<file path="src/rtl/grf_hazard_ctrl_pkg.sv">
// Shared hazard-control types: forward encodings, Tnew/Tuse constants
// and the in-flight write entry.
package hazard_pkg;

    localparam int GRF_AW = 5;
    localparam int GRF_TW = 2;

    localparam logic [1:0] FWD_GRF = 2'd0;
    localparam logic [1:0] FWD_E   = 2'd1;
    localparam logic [1:0] FWD_M   = 2'd2;
    localparam logic [1:0] FWD_W   = 2'd3;

    localparam logic [GRF_TW-1:0] T_ALU           = 2'd1;
    localparam logic [GRF_TW-1:0] T_LOAD          = 2'd2;
    localparam logic [GRF_TW-1:0] T_LINK          = 2'd0;
    localparam logic [GRF_TW-1:0] TUSE_BR         = 2'd0;
    localparam logic [GRF_TW-1:0] TUSE_ALU        = 2'd1;
    localparam logic [GRF_TW-1:0] TUSE_STORE_DATA = 2'd2;

    typedef struct packed {
        logic              v;
        logic [GRF_AW-1:0] wa;
        logic [GRF_TW-1:0] tnew;
    } hz_entry_t;

    function automatic logic [GRF_TW-1:0] tnew_dec(
        input logic [GRF_TW-1:0] t
    );
        return (t == '0) ? '0 : t - GRF_TW'(1);
    endfunction

endpackage

</file>
<file path="src/rtl/grf_hazard_ctrl_if.sv">
// Decode-side bundle between the D stage and the hazard controller.
interface grf_hazard_ctrl_if #(
    parameter int AW = 5,
    parameter int TW = 2,
    parameter int CW = 32
);
    logic          d_valid;
    logic [AW-1:0] d_wa;
    logic [TW-1:0] d_tnew;
    logic [AW-1:0] rs_addr;
    logic [TW-1:0] rs_tuse;
    logic          rs_used;
    logic [AW-1:0] rt_addr;
    logic [TW-1:0] rt_tuse;
    logic          rt_used;
    logic          stall;
    logic [1:0]    fwd_rs;
    logic [1:0]    fwd_rt;
    logic [AW-1:0] e_wa;
    logic [AW-1:0] m_wa;
    logic [AW-1:0] w_wa;
    logic [CW-1:0] stall_cnt;

    modport master (
        output d_valid, d_wa, d_tnew,
        output rs_addr, rs_tuse, rs_used,
        output rt_addr, rt_tuse, rt_used,
        input  stall, fwd_rs, fwd_rt,
        input  e_wa, m_wa, w_wa, stall_cnt
    );

    modport slave (
        input  d_valid, d_wa, d_tnew,
        input  rs_addr, rs_tuse, rs_used,
        input  rt_addr, rt_tuse, rt_used,
        output stall, fwd_rs, fwd_rt,
        output e_wa, m_wa, w_wa, stall_cnt
    );
endinterface

</file>
<file path="src/rtl/grf_hazard_ctrl_src_check.sv">
// Per-read-port check: youngest matching in-flight write decides
// stall vs. forward source.
import hazard_pkg::*;

module hz_src_check (
    input  hz_entry_t         e,
    input  hz_entry_t         m,
    input  hz_entry_t         w,
    input  logic [GRF_AW-1:0] addr,
    input  logic [GRF_TW-1:0] tuse,
    input  logic              used,
    output logic              stall_req,
    output logic [1:0]        fwd_sel
);
    logic          live;
    logic          hit_e;
    logic          hit_m;
    logic          hit_w;
    logic [GRF_TW-1:0] t;
    logic [1:0]    idx;

    assign live  = used && (addr != '0);
    assign hit_e = live && e.v && (e.wa == addr);
    assign hit_m = live && m.v && (m.wa == addr) && !hit_e;
    assign hit_w = live && w.v && (w.wa == addr)
                   && !hit_e && !hit_m;

    always_comb begin
        t   = '0;
        idx = FWD_GRF;
        unique case (1'b1)
            hit_e: begin t = e.tnew; idx = FWD_E; end
            hit_m: begin t = m.tnew; idx = FWD_M; end
            hit_w: begin t = w.tnew; idx = FWD_W; end
            default: ;
        endcase
    end

    // Non-zero tnew within tuse: consumer picks it up further down.
    assign stall_req = (idx != FWD_GRF) && (t > tuse);
    assign fwd_sel   = (t == '0) ? idx : FWD_GRF;
endmodule

</file>
<file path="src/rtl/grf_hazard_ctrl.sv">
// Decode-stage hazard controller: shadow E/M/W write tracking,
// stall decision, forward select and stall counter.
import hazard_pkg::*;

module grf_hazard_ctrl #(
    parameter int AW = GRF_AW,
    parameter int TW = GRF_TW,
    parameter int CW = 32
) (
    input logic               clk,
    input logic               reset,
    grf_hazard_ctrl_if.slave  bus
);
    hz_entry_t     e_q, m_q, w_q;
    hz_entry_t     e_nxt, m_nxt, w_nxt;
    logic [CW-1:0] cnt_q;
    logic [AW-1:0] d_wa;
    logic [TW-1:0] d_tnew;
    logic          rs_stall, rt_stall;
    logic          stall;
    logic          issue;

    assign d_wa   = bus.d_wa;
    assign d_tnew = bus.d_tnew;

    hz_src_check u_rs (
        .e(e_q), .m(m_q), .w(w_q),
        .addr(bus.rs_addr), .tuse(bus.rs_tuse),
        .used(bus.rs_used),
        .stall_req(rs_stall), .fwd_sel(bus.fwd_rs)
    );

    hz_src_check u_rt (
        .e(e_q), .m(m_q), .w(w_q),
        .addr(bus.rt_addr), .tuse(bus.rt_tuse),
        .used(bus.rt_used),
        .stall_req(rt_stall), .fwd_sel(bus.fwd_rt)
    );

    assign stall = bus.d_valid && (rs_stall || rt_stall);
    assign issue = bus.d_valid && !stall && (d_wa != '0);

    always_comb begin
        e_nxt = '0;
        if (issue) begin
            e_nxt.v    = 1'b1;
            e_nxt.wa   = d_wa;
            e_nxt.tnew = d_tnew;
        end
        m_nxt      = e_q;
        m_nxt.tnew = tnew_dec(e_q.tnew);
        w_nxt      = m_q;
        w_nxt.tnew = tnew_dec(m_q.tnew);
    end

    always_ff @(posedge clk) begin
        if (reset) begin
            e_q   <= '0;
            m_q   <= '0;
            w_q   <= '0;
            cnt_q <= '0;
        end else begin
            e_q <= e_nxt;
            m_q <= m_nxt;
            w_q <= w_nxt;
            if (stall && (cnt_q != '1))
                cnt_q <= cnt_q + CW'(1);
        end
    end

    assign bus.stall     = stall;
    assign bus.e_wa      = e_q.v ? e_q.wa : '0;
    assign bus.m_wa      = m_q.v ? m_q.wa : '0;
    assign bus.w_wa      = w_q.v ? w_q.wa : '0;
    assign bus.stall_cnt = cnt_q;
endmodule

</file>
<file path="src/flat_wrapper.sv">
// flat-port wrapper written by rule: the top's interface ports become plain ports
module grf_hazard_ctrl_flat 
#(
    parameter int AW = GRF_AW,
    parameter int TW = GRF_TW,
    parameter int CW = 32
)
  (clk, reset, bus_d_valid, bus_d_wa, bus_d_tnew, bus_rs_addr, bus_rs_tuse, bus_rs_used, bus_rt_addr, bus_rt_tuse, bus_rt_used, bus_stall, bus_fwd_rs, bus_fwd_rt, bus_e_wa, bus_m_wa, bus_w_wa, bus_stall_cnt);
  grf_hazard_ctrl_if #(.AW(AW), .TW(TW), .CW(CW)) bus_i ();
  input logic clk;
  input logic reset;
  input wire logic [$bits(bus_i.d_valid)-1:0] bus_d_valid;
  input wire logic [$bits(bus_i.d_wa)-1:0] bus_d_wa;
  input wire logic [$bits(bus_i.d_tnew)-1:0] bus_d_tnew;
  input wire logic [$bits(bus_i.rs_addr)-1:0] bus_rs_addr;
  input wire logic [$bits(bus_i.rs_tuse)-1:0] bus_rs_tuse;
  input wire logic [$bits(bus_i.rs_used)-1:0] bus_rs_used;
  input wire logic [$bits(bus_i.rt_addr)-1:0] bus_rt_addr;
  input wire logic [$bits(bus_i.rt_tuse)-1:0] bus_rt_tuse;
  input wire logic [$bits(bus_i.rt_used)-1:0] bus_rt_used;
  output wire logic [$bits(bus_i.stall)-1:0] bus_stall;
  output wire logic [$bits(bus_i.fwd_rs)-1:0] bus_fwd_rs;
  output wire logic [$bits(bus_i.fwd_rt)-1:0] bus_fwd_rt;
  output wire logic [$bits(bus_i.e_wa)-1:0] bus_e_wa;
  output wire logic [$bits(bus_i.m_wa)-1:0] bus_m_wa;
  output wire logic [$bits(bus_i.w_wa)-1:0] bus_w_wa;
  output wire logic [$bits(bus_i.stall_cnt)-1:0] bus_stall_cnt;
  assign bus_i.d_valid = bus_d_valid;
  assign bus_i.d_wa = bus_d_wa;
  assign bus_i.d_tnew = bus_d_tnew;
  assign bus_i.rs_addr = bus_rs_addr;
  assign bus_i.rs_tuse = bus_rs_tuse;
  assign bus_i.rs_used = bus_rs_used;
  assign bus_i.rt_addr = bus_rt_addr;
  assign bus_i.rt_tuse = bus_rt_tuse;
  assign bus_i.rt_used = bus_rt_used;
  assign bus_stall = bus_i.stall;
  assign bus_fwd_rs = bus_i.fwd_rs;
  assign bus_fwd_rt = bus_i.fwd_rt;
  assign bus_e_wa = bus_i.e_wa;
  assign bus_m_wa = bus_i.m_wa;
  assign bus_w_wa = bus_i.w_wa;
  assign bus_stall_cnt = bus_i.stall_cnt;
  grf_hazard_ctrl #(.AW(AW), .TW(TW), .CW(CW)) u_core (.clk(clk), .reset(reset), .bus(bus_i));
endmodule
</file>
<file path="config.mk">
export PLATFORM = sky130hd
export DESIGN_NAME = grf_hazard_ctrl_flat
export DESIGN_NICKNAME = d
export VERILOG_FILES = /design/src/rtl/grf_hazard_ctrl_pkg.sv /design/src/rtl/grf_hazard_ctrl_if.sv /design/src/rtl/grf_hazard_ctrl_src_check.sv /design/src/rtl/grf_hazard_ctrl.sv /design/src/flat_wrapper.sv
export SDC_FILE = /design/constraint.sdc
export NUM_CORES = 1
export LEC_CHECK = 0
export ABC_CLOCK_PERIOD_IN_PS = 5760
export CORE_UTILIZATION = 30
export DETAILED_ROUTE_END_ITERATION = 10
export SYNTH_ARGS = -nofsm -noshare
export SYNTH_HDL_FRONTEND = slang
export SYNTH_SLANG_ARGS = --single-unit
</file>
<file path="constraint.sdc">
create_clock -name clk -period 5.76 [get_ports clk]
set_input_delay 1.152 -clock clk [delete_from_list [all_inputs] [get_ports clk]]
set_output_delay 1.152 -clock clk [all_outputs]
set_load 0.005 [all_outputs]
</file>
## Yosys cells after proc, flatten, opt, wreduce, memory -nomap -nowiden

Cells that the tools add are included.

- Word-level logic and storage cells: 77
- Input port bits: 26
- Flip-flop bits (word level): 56
- Output and inout port bits: 52

- Eq/ne operators: 7
- Add/subtract/negate cells: 3
- Bitwise gates (word level): 1
- Order comparisons: 2
- Multiplexer cells: 10
- Reductions and logical operators: 44

Operators by type and width:

| cell | count |
|---|---|
| adder 32 x 1 -> 32 bit (second input constant) | 1 |
| inequality test 32 bit (second input constant) | 1 |
| equality test 5 bit | 6 |
| logical AND 1 bit | 26 |
| one-hot mux 2 bit (3 select lines) | 4 |
| 2-to-1 mux 5 bit | 3 |
| nonzero test 5 bit | 3 |
| zero test 2 bit | 4 |
| 2-to-1 mux 8 bit | 1 |
| OR reduction 2 bit | 3 |
| zero test 1 bit | 5 |
| > comparator 2 bit | 2 |
| 2-to-1 mux 2 bit | 2 |
| nonzero test 2 bit | 2 |
| subtractor 2 x 1 -> 2 bit (second input constant) | 2 |
| logical OR 1 bit | 1 |
| NOT 1 bit | 1 |

## Depth between registers and ports, before layout

Gate-level depths: netlist of run 1.

- Depth after elaboration: 18
- Gate-level depth with buffers: 15
- Gate-level depth less buffers: 13

## Hierarchy

From an unflattened synthesis of run 1, not the netlist that was laid out.

- Cell total of the unflattened synthesis: 379
- Area total of the unflattened synthesis: 3234.4 um2

By module, submodules not included:

| module | instances | cells each | sequential area each (um2) | area each (um2) |
|---|---|---|---|---|
| grf_hazard_ctrl | 1 | 277 | 1121.1 | 2483.6 |
| hz_src_check | 2 | 51 | 0.0 | 375.4 |

## Worst setup path after synthesis of run 1

OpenSTA, ideal clock, no wires.

- Path kind: input-to-output
- From: input bus_rs_addr[0]
- To: output bus_stall
- Slack: 1.225 ns
- Stages on the path: 10
- Arrival: 3.383 ns
- Required time: 4.608 ns
- Buffers on the path: 0
- Path through: or4_4 -> o21ai_4 -> o21bai_1 -> nor3b_1 -> a221o_1 -> ha_1 -> a21oi_1 -> a211oi_1 -> o31ai_1 -> a21oi_1

- Longest elaborated chain between the ends: 13
- Elaborated cells between the ends (all ways): 23

RTL lines:

| what | line | source |
|---|---|---|
| start, declared | flat_wrapper.sv:15 | `input wire logic [$bits(bus_i.rs_addr)-1:0] bus_rs_addr;` |
| nonzero test 5 bit | grf_hazard_ctrl_src_check.sv:22 | `assign live = used && (addr != '0);` |
| logical AND 1 bit | grf_hazard_ctrl_src_check.sv:22 |  |
| logical AND 1 bit (2 in a row) | grf_hazard_ctrl_src_check.sv:23 | `assign hit_e = live && e.v && (e.wa == addr);` |
| zero test 1 bit | grf_hazard_ctrl_src_check.sv:24, grf_hazard_ctrl_src_check.sv:26 |  |
| logical AND 1 bit | grf_hazard_ctrl_src_check.sv:24 | `assign hit_m = live && m.v && (m.wa == addr) && !hit_e;` |
| zero test 1 bit | grf_hazard_ctrl_src_check.sv:26 | `&& !hit_e && !hit_m;` |
| logical AND 1 bit | grf_hazard_ctrl_src_check.sv:26 |  |
| one-hot mux 2 bit (3 select lines) | grf_hazard_ctrl_src_check.sv:31 | `unique case (1'b1)` |
| > comparator 2 bit or nonzero test 2 bit (tied branches) | grf_hazard_ctrl_src_check.sv:40 | `assign stall_req = (idx != FWD_GRF) && (t > tuse);` |
| logical AND 1 bit * | grf_hazard_ctrl_src_check.sv:40 |  |
| logical OR 1 bit * | grf_hazard_ctrl.sv:40 | `assign stall = bus.d_valid && (rs_stall \|\| rt_stall);` |
| logical AND 1 bit * | grf_hazard_ctrl.sv:40 |  |
| end, declared | flat_wrapper.sv:21 | `output wire logic [$bits(bus_i.stall)-1:0] bus_stall;` |

Every way passes the cells marked *; elsewhere a longest branch is shown, timed or not.

## Worst setup path in the final report of run 1

- From: input bus_rt_addr[3]
- To: output bus_stall

- Longest elaborated chain between the ends: 13
- Elaborated cells between the ends (all ways): 23

RTL lines:

| what | line | source |
|---|---|---|
| start, declared | flat_wrapper.sv:18 | `input wire logic [$bits(bus_i.rt_addr)-1:0] bus_rt_addr;` |
| nonzero test 5 bit | grf_hazard_ctrl_src_check.sv:22 |  |
| logical AND 1 bit | grf_hazard_ctrl_src_check.sv:22 |  |
| logical AND 1 bit (2 in a row) | grf_hazard_ctrl_src_check.sv:23 |  |
| zero test 1 bit | grf_hazard_ctrl_src_check.sv:24, grf_hazard_ctrl_src_check.sv:26 |  |
| logical AND 1 bit | grf_hazard_ctrl_src_check.sv:24 |  |
| zero test 1 bit | grf_hazard_ctrl_src_check.sv:26 |  |
| logical AND 1 bit | grf_hazard_ctrl_src_check.sv:26 |  |
| one-hot mux 2 bit (3 select lines) | grf_hazard_ctrl_src_check.sv:31 |  |
| > comparator 2 bit or nonzero test 2 bit (tied branches) | grf_hazard_ctrl_src_check.sv:40 |  |
| logical AND 1 bit * | grf_hazard_ctrl_src_check.sv:40 |  |
| logical OR 1 bit * | grf_hazard_ctrl.sv:40 |  |
| logical AND 1 bit * | grf_hazard_ctrl.sv:40 |  |

Marked as above.

==> metrics.txt, run 1 <==
n_diodes=0; Slowest cell on crit path=or4_4; R2R setup slack=1.94 ns; skew final=0.007345 ns; drt drc=0; largest net degree at the start of global routing=54; Tightest Pin Transition=0.8202 ns; area of the mapped netlist=0.003302 mm²; Ys Warns=0; clock slew at the register clock pins of the worst setup and hold paths=0.10 ns; Hold Violations, Final=0; number of buffers created by CTS=5; vias in the first global route=2896; Clock Path Buffers=2; clock root cell=clkbuf_8; share of cells above drive strength 1=13.32%; final core occ=42.40%; worst path cell trace=clkdlybuf4s50_1 > or4_4 > o21ai_4 > o21bai_4 > nor3b_1 > a221o_1 > ha_4 > a21oi_1 > a211oi_2 > o31ai_2 > a21oi_1 > dlymetal6s2s_1; area grow syn2layout=34.94%; routed vias/inst=4.933; endpoints failing setup=0; die width=106.9 µm; die area=0.01143 mm²; Final #Nets=490; synthesized instance count=372; core area=0.01051 mm²; Mapped Nets=405; IO Count=78; GR Overflow Total=0; worst-path fanout max=4; maximum vdd drop=0.09858 mV; slowest cell delay on critical path=0.55 ns; vias=2930; hold crit path type=flop to flop; Seq/Total Area, Yosys=33.95%; minimum clock period=5.330 ns; Final Max Slew Viols=0; Post-DP HPWL=6764 µm; CP most frequent cell=a21oi_1; Cell variety after synth=50; mux share of post-synthesis cell area=7.048%; Final Non-Filler Cells=594; CTS Hold Buffers Added=0; CTS sink cnt=56; Adder-Cell Fraction of Synth Area=2.653%; CP startpoint kind=input pin; WL per Instance=14.67 µm; CTS tree=done; Post-synth EDFFs=0; Period Utilization, post-route=92.53%; CP arrival=4.18 ns; input/output buffers=77; Most used DFF post-synth=dfxtp_1; Synth Area in Compound Gates=12.28%; largest family of logic cells by synthesized area=simple AND/OR/NAND/NOR gates; Synth Area per Inst=8.876 µm²; total iterations of the first detailed-routing run=4; xor/xnor share of the synthesized area=9.019%; Slew HR=45.12%; DP Area=0.004260 mm²; outcome=completed; Setup Slack @ Placement=0.009373 ns; fin area=0.004456 mm²; die height=106.9 µm; crit path buf inv count=2; Iter 0 DRT Violations=79; DRT Wirelength=8712 µm; # rows=37; Clock Latency Late Sink=0.31 ns; starting density of the core=31.42%; Async S/R FF share, synth=0%; critical path type=input pin to primary output; crit end category=primary output; Largest delay share family, worst path=compound AO/OA/AOI/OAI gates; placed insts=583; CTS H-Tree Depth=2; highest clock rate=0.1876 GHz; power density over cell area=172.8 mW/mm²; initial antenna violation count=0; register bit total from synthesis=56; global placement routability congestion=0.7891; fill count=1052; Req. time, crit path=4.61 ns; Fin Setup TNS=0 ns; Leak=1.668 nW; first-pass GRT wire length=14080 µm; max-capacitance violation count=0; most common cell after layout, fill and taps aside=clkdlybuf4s50_1; post-route setup slack=0.4303 ns; post-route antenna net violation count=0; RSZ-0062 raised after global routing=no; most frequent cells in the layout=clkdlybuf4s50_1 (73), dfxtp_1 (56), nor2b_1 (36), nor2_1 (36), and2_1 (21); gr usage total=15.48%; Synth Area in Simple Gates=31.64%
kinds of logic (layout without fill, tap and decap cells):
group	after synthesis	count (layout)
muxes	20	20
buffers and inverters	27	113
and+or+nand+nor	184	184
AOI/OAI and AO/OA	44	44
xor gates and xnor gates	34	34
DFF	56	56
adders and majority gates	7	7
layer usage:
metal | wire (µm) | track usage, %
met2 | 4342 | 27.56
met4 | 84 | 2.935
met5 | 0 | 0
met3 | 314 | 2.432
met1 | 3971 | 19.73
final cells by class:
cell class	instances	area (µm²)	area share [%]
well taps	136	170.2	3.819
repair buffers	91	878.3	19.71
flip-flops and latches	56	1121	25.16
inverters	14	52.55	1.179
multi-input cells	289	2107	47.29
clock inverters	1	30.03	0.6740
clock buffers	7	96.34	2.162
stage by stage:
stage	total power [mW]	hold slack, ns
6_report	0.7700	0.4952
5_1_grt	0.7948	0.5156
4_1_cts	0.7714	0.4938
3_5_place_dp	0.4830	0.4782
3_3_place_gp	0.4818	0.4734
2_1_floorplan	0.4456	0.4355
power by group:
| part | switching (mW) | internal, mW | total (mW) |
|---|---|---|---|
| registers | 0.00741 | 0.393 | 0.400 |
| logic | 0.0374 | 0.0404 | 0.0778 |
| clock network | 0.138 | 0.154 | 0.292 |
| total | 0.183 | 0.587 | 0.770 |
sequential cells by signal, summed over array words and instances (netlist names):
register	cells
u_core.bus.stall_cnt	32
u_core.m_q	8
u_core.e_q	8
u_core.w_q	8
synthesized netlist by cell type, drive strengths merged (3+ instances only):
| master | count | area, µm² |
|---|---|---|
| dfxtp | 56 | 1121 |
| nor2 | 36 | 135.1 |
| nor2b | 36 | 225.2 |
| and2 | 21 | 131.4 |
| mux2 | 20 | 232.7 |
| nand2 | 18 | 70.07 |
| xnor2 | 18 | 157.7 |
| xor2 | 16 | 140.1 |
| nand3 | 15 | 75.07 |
| nand4 | 15 | 100.1 |
| inv | 14 | 52.55 |
| a21oi | 13 | 68.82 |
| nor3 | 10 | 60.06 |
| and3 | 9 | 56.30 |
| clkbuf | 9 | 33.78 |
| nor4 | 8 | 56.30 |
| ha | 7 | 87.58 |
| o21ai | 6 | 52.55 |
| and4 | 5 | 43.79 |
| buf | 4 | 26.28 |
| nor3b | 4 | 35.03 |
| o311ai | 4 | 85.08 |
| a2111oi | 3 | 45.04 |
| a31o | 3 | 26.28 |
final timing paths:
kind | start | end | depth (start not counted)
max | bus_rt_addr[3] | bus_stall | 12
min | u_core.m_q[0]$_SDFF_PP0_ | u_core.w_q[0]$_SDFF_PP0_ | 1
max reg2reg | u_core.m_q[5]$_SDFF_PP0_ | u_core.bus.stall_cnt[29]$_SDFFE_PP0P_ | 11
min reg2reg | u_core.m_q[0]$_SDFF_PP0_ | u_core.w_q[0]$_SDFF_PP0_ | 1
repair_timing:
item	in CTS	in global routing
endpoints found under the setup margin	0	1
buffers inserted	0	3
gates resized for setup	0	10
Note: power is estimated with default switching activity, not from simulation.
==> run 2: changes to the inputs <==
--- a/config.mk
+++ b/config.mk
@@ -6,6 +6,6 @@
 export NUM_CORES = 1
 export LEC_CHECK = 0
-export ABC_CLOCK_PERIOD_IN_PS = 5760
-export CORE_UTILIZATION = 30
+export ABC_CLOCK_PERIOD_IN_PS = 5600
+export CORE_UTILIZATION = 35
 export DETAILED_ROUTE_END_ITERATION = 10
 export SYNTH_ARGS = -nofsm -noshare
==> constraint.sdc (replaced) <==
create_clock -name clk -period 5.6 [get_ports clk]
set_input_delay 1.12 -clock clk [delete_from_list [all_inputs] [get_ports clk]]
set_output_delay 1.12 -clock clk [all_outputs]
set_load 0.02 [all_outputs]
==> run 2 against run 1 <==
  * Sequential cell count unchanged
  * Core utilization increased by 5.5 points
  * Largest power group unchanged
  * Highest routed layer unchanged
  * Via count grew 1.1%
  * First-iteration DRC count unchanged
==> metrics.txt, run 2 (synthesis gave the netlist of run 1 again) <==
DRT Wirelength=8402 µm; final total power=0.7341 mW; CP arrival=4.23 ns; fill count=881; clock slew at the register clock pins of the worst setup and hold paths=0.10 ns; Period Utilization, post-route=95.58%; Seq. cell area=0.001121 mm²; endpoints failing setup=0; clock root cell=clkbuf_8; input/output buffers=77; vias=2963; share of cells above drive strength 1=13.73%; CTS Hold Buffers Added=0; skew final=0.01641 ns; number of buffers created by CTS=5; maximum vdd drop=0.09329 mV; gr usage total=17.60%; IO Count=78; Leak=1.656 nW; # rows=35; power density over cell area=166.6 mW/mm²; Multi-input gate area=0.002068 mm²; worst-path fanout max=3; die height=99.13 µm; Final Max Slew Viols=0; global placement routability congestion=0.8230; worst path cell trace=clkdlybuf4s50_1 > or4_4 > o21ai_4 > o21bai_1 > nor2b_1 > a221o_1 > ha_1 > a21oi_1 > a211oi_1 > o31ai_1 > a21oi_1 > clkdlybuf4s15_1; area grow syn2layout=33.42%; critical path type=input pin to primary output; most frequent cells in the layout=clkdlybuf4s50_1 (75), dfxtp_1 (56), nor2b_1 (36), nor2_1 (36), buf_4 (22); highest clock rate=0.1868 GHz; Fin Setup TNS=0 ns; WL per Instance=14.56 µm; CTS sink cnt=56; RSZ-0062 raised after global routing=no; Slowest cell on crit path=or4_4; die width=99.13 µm; Clock Path Buffers=2; Tightest Pin Transition=0.7874 ns; most common cell after layout, fill and taps aside=clkdlybuf4s50_1; Final #Nets=498; crit end category=primary output; Post-CTS Setup Bufs=0; Post-DP HPWL=6477 µm; CTS tree=done; Slew HR=47.31%; slowest cell delay on critical path=0.56 ns; GR Overflow Total=0; n_diodes=0; starting density of the core=35.90%; initial antenna violation count=0; first-pass GRT wire length=13890 µm; vias in the first global route=2909; largest net degree at the start of global routing=72; Req. time, crit path=4.48 ns; Hold Violations, Final=0; total iterations of the first detailed-routing run=4; drt drc=0; die area=0.009827 mm²; Iter 0 DRT Violations=79; core area=0.009196 mm²; CP most frequent cell=a21oi_1; minimum clock period=5.353 ns; CTS H-Tree Depth=2; max-capacitance violation count=0; Clock Latency Late Sink=0.33 ns; outcome=completed; max reg flops=32; CP startpoint kind=input pin; hold crit path type=flop to flop; routed vias/inst=5.135; post-route antenna net violation count=0
==> run 2: area by class of cell <==
cell class / count / area share (%)
repair buffers: 99 / 21.13
flip-flops and latches: 56 / 25.45
well taps: 111 / 3.153
multi-input cells: 289 / 46.95
clock buffers: 5 / 1.562
inverters: 14 / 1.193
clock inverters: 3 / 0.5680
==> run 2: per-stage QoR <==
step | cells | util, % | hold WS [ns] | setup slack (ns) | cell area (µm²)
3_5_place_dp | 569 | 46.88 | 0.4780 | 0.01118 | 4312
6_report | 577 | 47.90 | 0.4827 | 0.2475 | 4405
3_3_place_gp | 569 | 46.88 | 0.5023 | 0.01138 | 4312
2_1_floorplan | 372 | - | 0.4355 | 0.9174 | 3302
4_1_cts | 577 | 47.89 | 0.4847 | 0.2656 | 4404
5_1_grt | 577 | 47.90 | 0.5087 | 0.004471 | 4405
==> run 2: critical path: cells and delay by family <==
family	cells	cell delay [ns]
compound gates	7	1.33
buf+inv	2	0.77
fa+ha+maj	1	0.34
simple gates	2	0.67
==> run 2: layer usage <==
metal | wire [µm] | vias to the layer above | part of all wire (%) | GRT usage (%)
met2 | 3902 | 66 | 46 | 30.66
met4 | 76 | 0 | 0.90 | 4.299
met5 | 0 | - | 0 | 0
li1 | - | 1498 | - | -
met1 | 4053 | 1391 | 48 | 22.40
met3 | 370 | 8 | 4.4 | 3.443
==> run 2: report_power, final <==
group	leakage, nW	switching, mW	internal, mW	total, mW
registers	0.454	0.00783	0.404	0.412
logic	1.16	0.0389	0.0437	0.0826
clock network	0.0452	0.148	0.0917	0.240
total	1.66	0.195	0.540	0.734
==> run 2: final timing paths <==
path / endpoint / depth (start not counted) / from / slack (ns)
worst max-delay path: bus_stall / 12 / bus_rt_addr[0] / 0.25
worst min-delay path: u_core.w_q[0]$_SDFF_PP0_ / 1 / u_core.m_q[0]$_SDFF_PP0_ / 0.48
worst max register to register: u_core.bus.stall_cnt[29]$_SDFFE_PP0P_ / 12 / u_core.w_q[5]$_SDFF_PP0_ / 1.87
worst min register to register: u_core.w_q[0]$_SDFF_PP0_ / 1 / u_core.m_q[0]$_SDFF_PP0_ / 0.48
==> run 2: repair_timing <==
| action | in CTS | in global routing |
|---|---|---|
| gates cloned | 0 | 0 |
| endpoints found under the hold margin | 0 | 0 |
| resized for setup | 1 | 1 |
| endpoints found under the setup margin | 1 | 1 |
